`config.mk`:
```
export PLATFORM = sky130hd
export DESIGN_NAME = aes_round_seq_flat
export DESIGN_NICKNAME = d
export VERILOG_FILES = /design/src/rtl/aes_round_seq_if.sv /design/src/rtl/aes_round_seq.sv /design/src/flat_wrapper.sv
export SDC_FILE = /design/constraint.sdc
export NUM_CORES = 1
export LEC_CHECK = 0
export CORE_MARGIN = 2
export CORE_UTILIZATION = 49
export DETAILED_ROUTE_END_ITERATION = 10
export PLACE_DENSITY_LB_ADDON = 0.3
export REMOVE_ABC_BUFFERS = 1
export SYNTH_ARGS = -nofsm -noshare
export SYNTH_HDL_FRONTEND = slang
export SYNTH_SLANG_ARGS = --single-unit
```
`constraint.sdc`:
```
create_clock -name clk -period 3.4 [get_ports clk]
set_input_delay 0.68 -clock clk [delete_from_list [all_inputs] [get_ports clk]]
set_output_delay 0.68 -clock clk [all_outputs]
set_load 0.02 [all_outputs]
```
`src/rtl/aes_round_seq_if.sv`:
```
`default_nettype none
// ============================================================================
//  Module      : aes_round_seq_if
//  Description : Control bundle between the block-level controller and the
//                AES round sequencer.
//                master = controller side (drives start/key_len/en[/dec])
//                slave  = sequencer side  (drives cs/rnd/last/busy/done/err)
//  Signals     : start    request a new block (sampled only in IDLE)
//                key_len  00=128 01=192 10=256 11=reserved
//                dec      inverse-cipher select (only with AES_DEC_EN)
//                en       advance enable while busy
//                cs       current operation code
//                rnd      current round index (CW bits)
//                last     final round in progress
//                busy     cs != IDLE
//                done     cs == FIN
//                err      one-cycle pulse on start with reserved key_len
//  Options     : AES_DEC_EN adds the dec select
//  Revision    : 1.0 - initial release
// ============================================================================
interface aes_round_seq_if #(
   parameter int CW = 4
);
   logic          start;
   logic [1:0]    key_len;
`ifdef AES_DEC_EN
   logic          dec;
`endif
   logic          en;
   logic [2:0]    cs;
   logic [CW-1:0] rnd;
   logic          last;
   logic          busy;
   logic          done;
   logic          err;

`ifdef AES_DEC_EN
   modport master (output start, key_len, dec, en,
                   input  cs, rnd, last, busy, done, err);
   modport slave  (input  start, key_len, dec, en,
                   output cs, rnd, last, busy, done, err);
`else
   modport master (output start, key_len, en,
                   input  cs, rnd, last, busy, done, err);
   modport slave  (input  start, key_len, en,
                   output cs, rnd, last, busy, done, err);
`endif
endinterface
`default_nettype wire

```
`src/rtl/aes_round_seq.sv`:
```
`default_nettype none
// ============================================================================
//  Module      : aes_round_seq
//  Description : Iterative AES round sequencer. Emits one operation code per
//                cycle (ADD/EXP/SUB/SHI/MIX, then FIN) plus the round index
//                for AES-128/192/256, chosen per block when start is taken.
//  Ports       : clk   rising-edge clock
//                res   asynchronous active-low reset
//                bus   aes_round_seq_if.slave (start/key_len/en[/dec] in,
//                      cs/rnd/last/busy/done/err out)
//  Parameters  : CW     round counter width, 2^CW > max(NR128,NR192,NR256)
//                NR128  rounds for key_len=00
//                NR192  rounds for key_len=01
//                NR256  rounds for key_len=10
//  Options     : AES_DEC_EN enables the inverse-cipher sequence (dec=1)
//  Revision    : 1.0 - initial release
// ============================================================================
module aes_round_seq #(
   parameter int CW    = 4,
   parameter int NR128 = 10,
   parameter int NR192 = 12,
   parameter int NR256 = 14
) (
   input  logic              clk,
   input  logic              res,
   aes_round_seq_if.slave    bus
);

   localparam logic [2:0] S_IDLE = 3'b000;
   localparam logic [2:0] S_ADD  = 3'b001;
   localparam logic [2:0] S_SUB  = 3'b010;
   localparam logic [2:0] S_EXP  = 3'b011;
   localparam logic [2:0] S_SHI  = 3'b100;
   localparam logic [2:0] S_MIX  = 3'b101;
   localparam logic [2:0] S_FIN  = 3'b111;

   localparam logic [CW-1:0] C_NR128 = CW'(NR128);
   localparam logic [CW-1:0] C_NR192 = CW'(NR192);
   localparam logic [CW-1:0] C_NR256 = CW'(NR256);
   localparam logic [CW-1:0] C_ONE   = CW'(1);

   logic [2:0]    r_cs,  w_cs_nxt;
   logic [CW-1:0] r_rnd, w_rnd_nxt;
   logic [CW-1:0] r_nr,  w_nr_nxt;
   logic          r_err, w_err_nxt;
   logic          r_dec, w_dec_nxt;
   logic [CW-1:0] w_nr_sel;
   logic          w_dec_mode;
   logic          w_dec_in;
   logic [CW-1:0] w_last_rnd;
   logic          w_busy;
   logic          w_done;

`ifdef AES_DEC_EN
   assign w_dec_in   = bus.dec;
   assign w_dec_mode = r_dec;
`else
   // Encrypt-only build: the inverse branches below are constant-folded away.
   assign w_dec_in   = 1'b0;
   assign w_dec_mode = 1'b0;
`endif

   // Round count for the requested key length (reserved code never used).
   always_comb begin
      w_nr_sel = C_NR128;
      case (bus.key_len)
         2'b01:   w_nr_sel = C_NR192;
         2'b10:   w_nr_sel = C_NR256;
         default: w_nr_sel = C_NR128;
      endcase
   end

   // ------------------------------------------------------------------
   // State register
   // ------------------------------------------------------------------
   always_ff @(posedge clk or negedge res) begin
      if (!res) begin
         r_cs  <= S_IDLE;
         r_rnd <= '0;
         r_nr  <= '0;
         r_err <= 1'b0;
         r_dec <= 1'b0;
      end else begin
         r_cs  <= w_cs_nxt;
         r_rnd <= w_rnd_nxt;
         r_nr  <= w_nr_nxt;
         r_err <= w_err_nxt;
         r_dec <= w_dec_nxt;
      end
   end

   // ------------------------------------------------------------------
   // Next-state logic
   // ------------------------------------------------------------------
   always_comb begin
      w_cs_nxt  = r_cs;
      w_rnd_nxt = r_rnd;
      w_nr_nxt  = r_nr;
      w_err_nxt = 1'b0;
      w_dec_nxt = r_dec;
      case (r_cs)
         S_IDLE: begin
            // en is deliberately ignored here: acceptance depends on start only.
            if (bus.start) begin
               if (bus.key_len == 2'b11) begin
                  w_err_nxt = 1'b1;
               end else begin
                  w_nr_nxt  = w_nr_sel;
                  w_dec_nxt = w_dec_in;
                  w_rnd_nxt = w_dec_in ? w_nr_sel : '0;
                  w_cs_nxt  = S_ADD;
               end
            end
         end
         S_ADD: begin
            if (bus.en) begin
               if (!w_dec_mode) begin
                  if (r_rnd == r_nr) begin
                     w_cs_nxt = S_FIN;
                  end else begin
                     w_rnd_nxt = r_rnd + C_ONE;
                     w_cs_nxt  = S_EXP;
                  end
               end else begin
                  if (r_rnd == '0) begin
                     w_cs_nxt = S_FIN;
                  end else if (r_rnd == r_nr) begin
                     // First inverse round has no InvMixColumns.
                     w_rnd_nxt = r_rnd - C_ONE;
                     w_cs_nxt  = S_SHI;
                  end else begin
                     w_cs_nxt = S_MIX;
                  end
               end
            end
         end
         S_EXP: begin
            if (bus.en) w_cs_nxt = w_dec_mode ? S_ADD : S_SUB;
         end
         S_SUB: begin
            if (bus.en) w_cs_nxt = w_dec_mode ? S_EXP : S_SHI;
         end
         S_SHI: begin
            if (bus.en) begin
               if (w_dec_mode)          w_cs_nxt = S_SUB;
               else if (r_rnd == r_nr)  w_cs_nxt = S_ADD;   // final round skips MIX
               else                     w_cs_nxt = S_MIX;
            end
         end
         S_MIX: begin
            if (bus.en) begin
               if (w_dec_mode) begin
                  w_rnd_nxt = r_rnd - C_ONE;
                  w_cs_nxt  = S_SHI;
               end else begin
                  w_cs_nxt  = S_ADD;
               end
            end
         end
         S_FIN: begin
            if (bus.en) w_cs_nxt = S_IDLE;
         end
         default: begin
            // Unused code 110 recovers to IDLE unconditionally.
            w_cs_nxt = S_IDLE;
         end
      endcase
   end

   // ------------------------------------------------------------------
   // Output decode (registered state only, so glitch-free w.r.t. clk)
   // ------------------------------------------------------------------
   always_comb begin
      w_busy     = (r_cs != S_IDLE);
      w_done     = (r_cs == S_FIN);
      w_last_rnd = w_dec_mode ? '0 : r_nr;
      bus.cs     = r_cs;
      bus.rnd    = r_rnd;
      bus.busy   = w_busy;
      bus.done   = w_done;
      bus.last   = w_busy && !w_done && (r_rnd == w_last_rnd);
      bus.err    = r_err;
   end

endmodule
`default_nettype wire

```
`src/flat_wrapper.sv`:
```
// flat-port wrapper written by rule: the top's interface ports become plain ports
module aes_round_seq_flat 
#(
   parameter int CW    = 4,
   parameter int NR128 = 10,
   parameter int NR192 = 12,
   parameter int NR256 = 14
)
  (clk, res, bus_start, bus_key_len, bus_en, bus_cs, bus_rnd, bus_last, bus_busy, bus_done, bus_err);
  aes_round_seq_if #(.CW(CW)) bus_i ();
  input  logic clk;
  input  logic res;
  input wire logic [$bits(bus_i.start)-1:0] bus_start;
  input wire logic [$bits(bus_i.key_len)-1:0] bus_key_len;
  input wire logic [$bits(bus_i.en)-1:0] bus_en;
  output wire logic [$bits(bus_i.cs)-1:0] bus_cs;
  output wire logic [$bits(bus_i.rnd)-1:0] bus_rnd;
  output wire logic [$bits(bus_i.last)-1:0] bus_last;
  output wire logic [$bits(bus_i.busy)-1:0] bus_busy;
  output wire logic [$bits(bus_i.done)-1:0] bus_done;
  output wire logic [$bits(bus_i.err)-1:0] bus_err;
  assign bus_i.start = bus_start;
  assign bus_i.key_len = bus_key_len;
  assign bus_i.en = bus_en;
  assign bus_cs = bus_i.cs;
  assign bus_rnd = bus_i.rnd;
  assign bus_last = bus_i.last;
  assign bus_busy = bus_i.busy;
  assign bus_done = bus_i.done;
  assign bus_err = bus_i.err;
  aes_round_seq #(.CW(CW), .NR128(NR128), .NR192(NR192), .NR256(NR256)) u_core (.clk(clk), .res(res), .bus(bus_i));
endmodule
```
# After elaboration in Yosys (flattened, before gate mapping)
# Index checks and enable logic that the tools add are counted.
# Widths: inputs -> output; s select.
# word_totals
ff_bits	12
# op_classes
n_addsub	1
mux	20
n_bitwise	1
n_eq_ne	19
reduce_logical	9
# op_table
op	count
$mux 3	10
$pmux 3 s7	1
$ne 2x2->1 const B	9
$mux 4	4
$eq 3x3->1 const B	3
$pmux 4 s2	1
$reduce_and 8->1	1
$eq 3x2->1 const B	2
$pmux 3 s2	1
$reduce_and 5->1	1
$add 4x1->4 const B	1
$eq 2x2->1 const B	2
$eq 4x4->1	1
$eq 3x1->1 const B	1
$logic_not 3->1	1
$mux 1	3
$reduce_and 3->1	1
$reduce_bool 3->1	1
$eq 2x1->1 const B	1
$logic_and 1x1->1	2
$reduce_bool 2->1	1
$logic_not 1->1	1
$not 1->1	1

# Depth between registers and ports, before layout
# logic_depth
ltp_word	4
ltp_mapped	5
depth_no_buf	4

# Least setup slack after synthesis
# Ideal clock, no wire load.
# synth_timing
path_kind	register to output
start	register u_core.r_rnd[3] (netlist: u_core.bus.rnd[3])
end	output bus_last
required_time_ns	2.720
path_buffers	0
arrival_time_ns	1.600
slack_ns	1.120
path_stages_with_launch	4
path_cell_list	dfrtp_1 xor2_1 nor4_2 nor3b_1
# synth_via
elab_chain_cells	2
# synth_rtl
element	line_no	text
start, declared	aes_round_seq.sv:43	logic [CW-1:0] r_rnd, w_rnd_nxt;
start signal, assigned	aes_round_seq.sv:85	r_rnd <= w_rnd_nxt;
$eq 4x4->1	aes_round_seq.sv:181	bus.last = w_busy && !w_done && (r_rnd == w_last_rnd);
$logic_and 1x1->1	aes_round_seq.sv:181	
end, declared	flat_wrapper.sv:18	output wire logic [$bits(bus_i.last)-1:0] bus_last;
# Every way passes these cells.

# Worst setup path after layout
# Ends and elaborated chain as after synthesis.

==> impl_metrics.ini <==
[power]
pwr-share-comb_pct = 44.9
ir_worst_vdd_mv = 0.363
p_int_mw = 0.350
fin_total_pwr_mw = 0.619
power_switching_mw = 0.269
p_per_area_mw_per_mm2 = 742
switching_share_pct = 43.4
leakagePower_nw = 0.365
clkPwrFrac_pct = 14.8
power_frac_seq_pct = 40.3

[cells_and_area]
final_cells = 92
final_common_cell = clkdlybuf4s50_1
n_fill_cell = 109
syn_to_final_growth_pct = 29.1
n_antenna_cell = 0
drive_above_1_share_pct = 13.0
nets = 87
final_cell_mix = 16 x clkdlybuf4s50_1, 11 x dfrtp_1, 6 x nand2_1

[global_routing]
grt_max_degree = 12
antenna_found_initial = 0
grt_pass1_vias = 438
grt_pass1_wl_um = 1840
grt_usage_pct = 18.6
overflow = 0

[yosys]
ys_types = 29
postSynthAreaPerCell_um2 = 10.8
netlist_instances = 60
yosysTopAreaCellShare_pct = 42.6
syn_area_um2 = 646
synth_seq_cells = 11
yosysTopAreaCell = dfrtp_1
synthTopCellsByArea = dfrtp_1 43%, ha_1 5.8%, o41ai_4 4.3%
yosysSeqAreaShare_pct = 42.6
ys.warnings.count = 0

[sta]
setup_viol = 0
min_period_ns = 2.82
drv_slew = 0
rsz0062_at_grt = false
max_freq_mhz = 354
clock_skew_ns = 0.00208
worst_pin_slew_ns = 0.519
hold_viol_final = 0
slew_headroom_pct = 65.3
finalCritPeriodShare_pct = 83.0
setup-tns-final_ns = 0

[placement]
gp_congestion = 0.751
numPortBuffers = 16
dpl.hpwl_um = 889
placed_cells = 88

[clocking]
cts_tree = done
htree_num_levels = 1
cts_root_buf = clkbuf_4
cts-buffers-inserted = 3
clockBufferDepth = 2
clock_latency_ns = 0.27
cts.sinks = 11
cts_hold_buf = 0
postCtsSetupRepairBufs = 0
ctsResizeCount = 0
clkTransAtPathRegs_ns = 0.07

[route]
routed_wl_um = 1250
drt_iter0_markers = 16
postRouteAntennaNets = 0
drc = 0
routed_via_density = 5.49
vias = 505
wl_per_cell_um = 13.6
first_pass_iters = 4

[critical_path]
critPathArrivalTime_ns = 2.14
critPathMaxFanout = 4
path_class = reg2out
cp-end-kind = output pin
crit_required_ns = 2.72
cp-start-kind = register

[floorplan]
dieArea_mm2 = 0.00162
start_util_pct = 50.9
fp.dieW_um = 40.3
die_y_um = 40.3
core_area_mm2 = 0.00127
rows = 13
io_pins = 17

[min_path]
holdCritPathClass = reg2reg

[flow_run]
maxCapViolations = 0

[status]
outcome = complete, no violations
==> through the flow <==
| step | hold WS [ns] | cell area [um^2] | worst slack, ns | util [%] |
|---|---|---|---|---|
| 3_3_place_gp | 0.472 | 807 | 0.901 | 63.6 |
| 3_5_place_dp | 0.472 | 807 | 0.858 | 63.6 |
| 6_report | 0.499 | 833 | 0.578 | 65.7 |
| 2_1_floorplan | 0.384 | 628 | 1.12 | - |
| 5_1_grt | 0.522 | 833 | 0.464 | 65.7 |
| 4_1_cts | 0.494 | 833 | 0.546 | 65.7 |
==> routing by layer <==
| metal | wire (um) | global-route usage (%) |
|---|---|---|
| met4 | 31 | 15.0 |
| met1 | 572 | 21.2 |
| met2 | 595 | 29.0 |
| met5 | 0 | 0 |
| met3 | 52 | 5.00 |
==> state kept, by name (all words and copies together), names as in the netlist <==
name	count
u_core.bus.rnd	4
u_core.r_nr	3
u_core.bus.err	1
u_core.bus.cs	3
==> worst max-delay path, stage by stage (launching register included) <==
cell and delay, ns:
dfrtp_1 0.41, xor2_1 0.20, nor4_2 0.38, nor3b_1 0.23
clkdlybuf4s50_1 0.64
==> logic make-up (layout without fill, tap and decap cells) <==
kind of cell / count (synthesis) / in the layout / share of synthesized area (%)
compound gates: 14 / 14 / 18.6
xor+xnor: 3 / 3 / 4.07
fa+ha+maj: 3 / 3 / 5.81
buf+inv: 7 / 24 / 5.04
flops: 11 / 11 / 42.6
mux: 1 / 1 / 1.55
simple gates: 21 / 21 / 22.3
==> path summary, 6_finish.rpt <==
kind | from | end | slack (ns) | depth (start not counted)
min reg2reg | u_core.r_nr[3]$_DFFE_PN0P_ | u_core.r_nr[3]$_DFFE_PN0P_ | 0.50 | 1
max | u_core.bus.rnd[3]$_DFFE_PN0P_ | bus_last | 0.58 | 4
max reg2reg | u_core.bus.rnd[3]$_DFFE_PN0P_ | u_core.bus.rnd[2]$_DFFE_PN0P_ | 1.91 | 4
min in group asynchronous | res | u_core.r_nr[1]$_DFFE_PN0P_ | 0.75 | 1
max in group asynchronous | res | u_core.bus.rnd[2]$_DFFE_PN0P_ | 2.31 | 1
min | u_core.r_nr[3]$_DFFE_PN0P_ | u_core.r_nr[3]$_DFFE_PN0P_ | 0.50 | 1
==> power groups by stage <==
stage	combinational (mW)	clock (mW)	sequential (mW)
final	0.278	0.0914	0.249
after global routing	0.303	0.0963	0.258
after CTS	0.282	0.0948	0.250
after detailed placement	0.281	0	0.253
after global placement	0.274	0	0.250
after floorplan	0.146	0	0.269
==> synth_stat cells (all sizes together) <==
cell type	n
nor4b	1
ha	3
o211ai	1
a21o	1
nand3b	1
nand2	6
o22ai	1
a21oi	2
a31o	1
o21ai	4
nor3	1
nand3	3
xor2	3
mux2i	1
inv	4
o41ai	2
and3	2
nor4	1
dfrtp	11
buf	3
nor3b	1
a211o	1
nand2b	3
o31ai	1
and4bb	1
nand4	1
==> area by class of cell <==
cell class              instances  area (um^2)  area share [%]
inverters                       4         15.0            1.80
flip-flops and latches         11          275            33.0
multi-input cells              42          338            40.5
well taps                      15         18.8            2.25
repair buffers                 16          160            19.2
clock buffers                   4         26.3            3.15
Note: power is estimated with default switching activity, not from simulation.
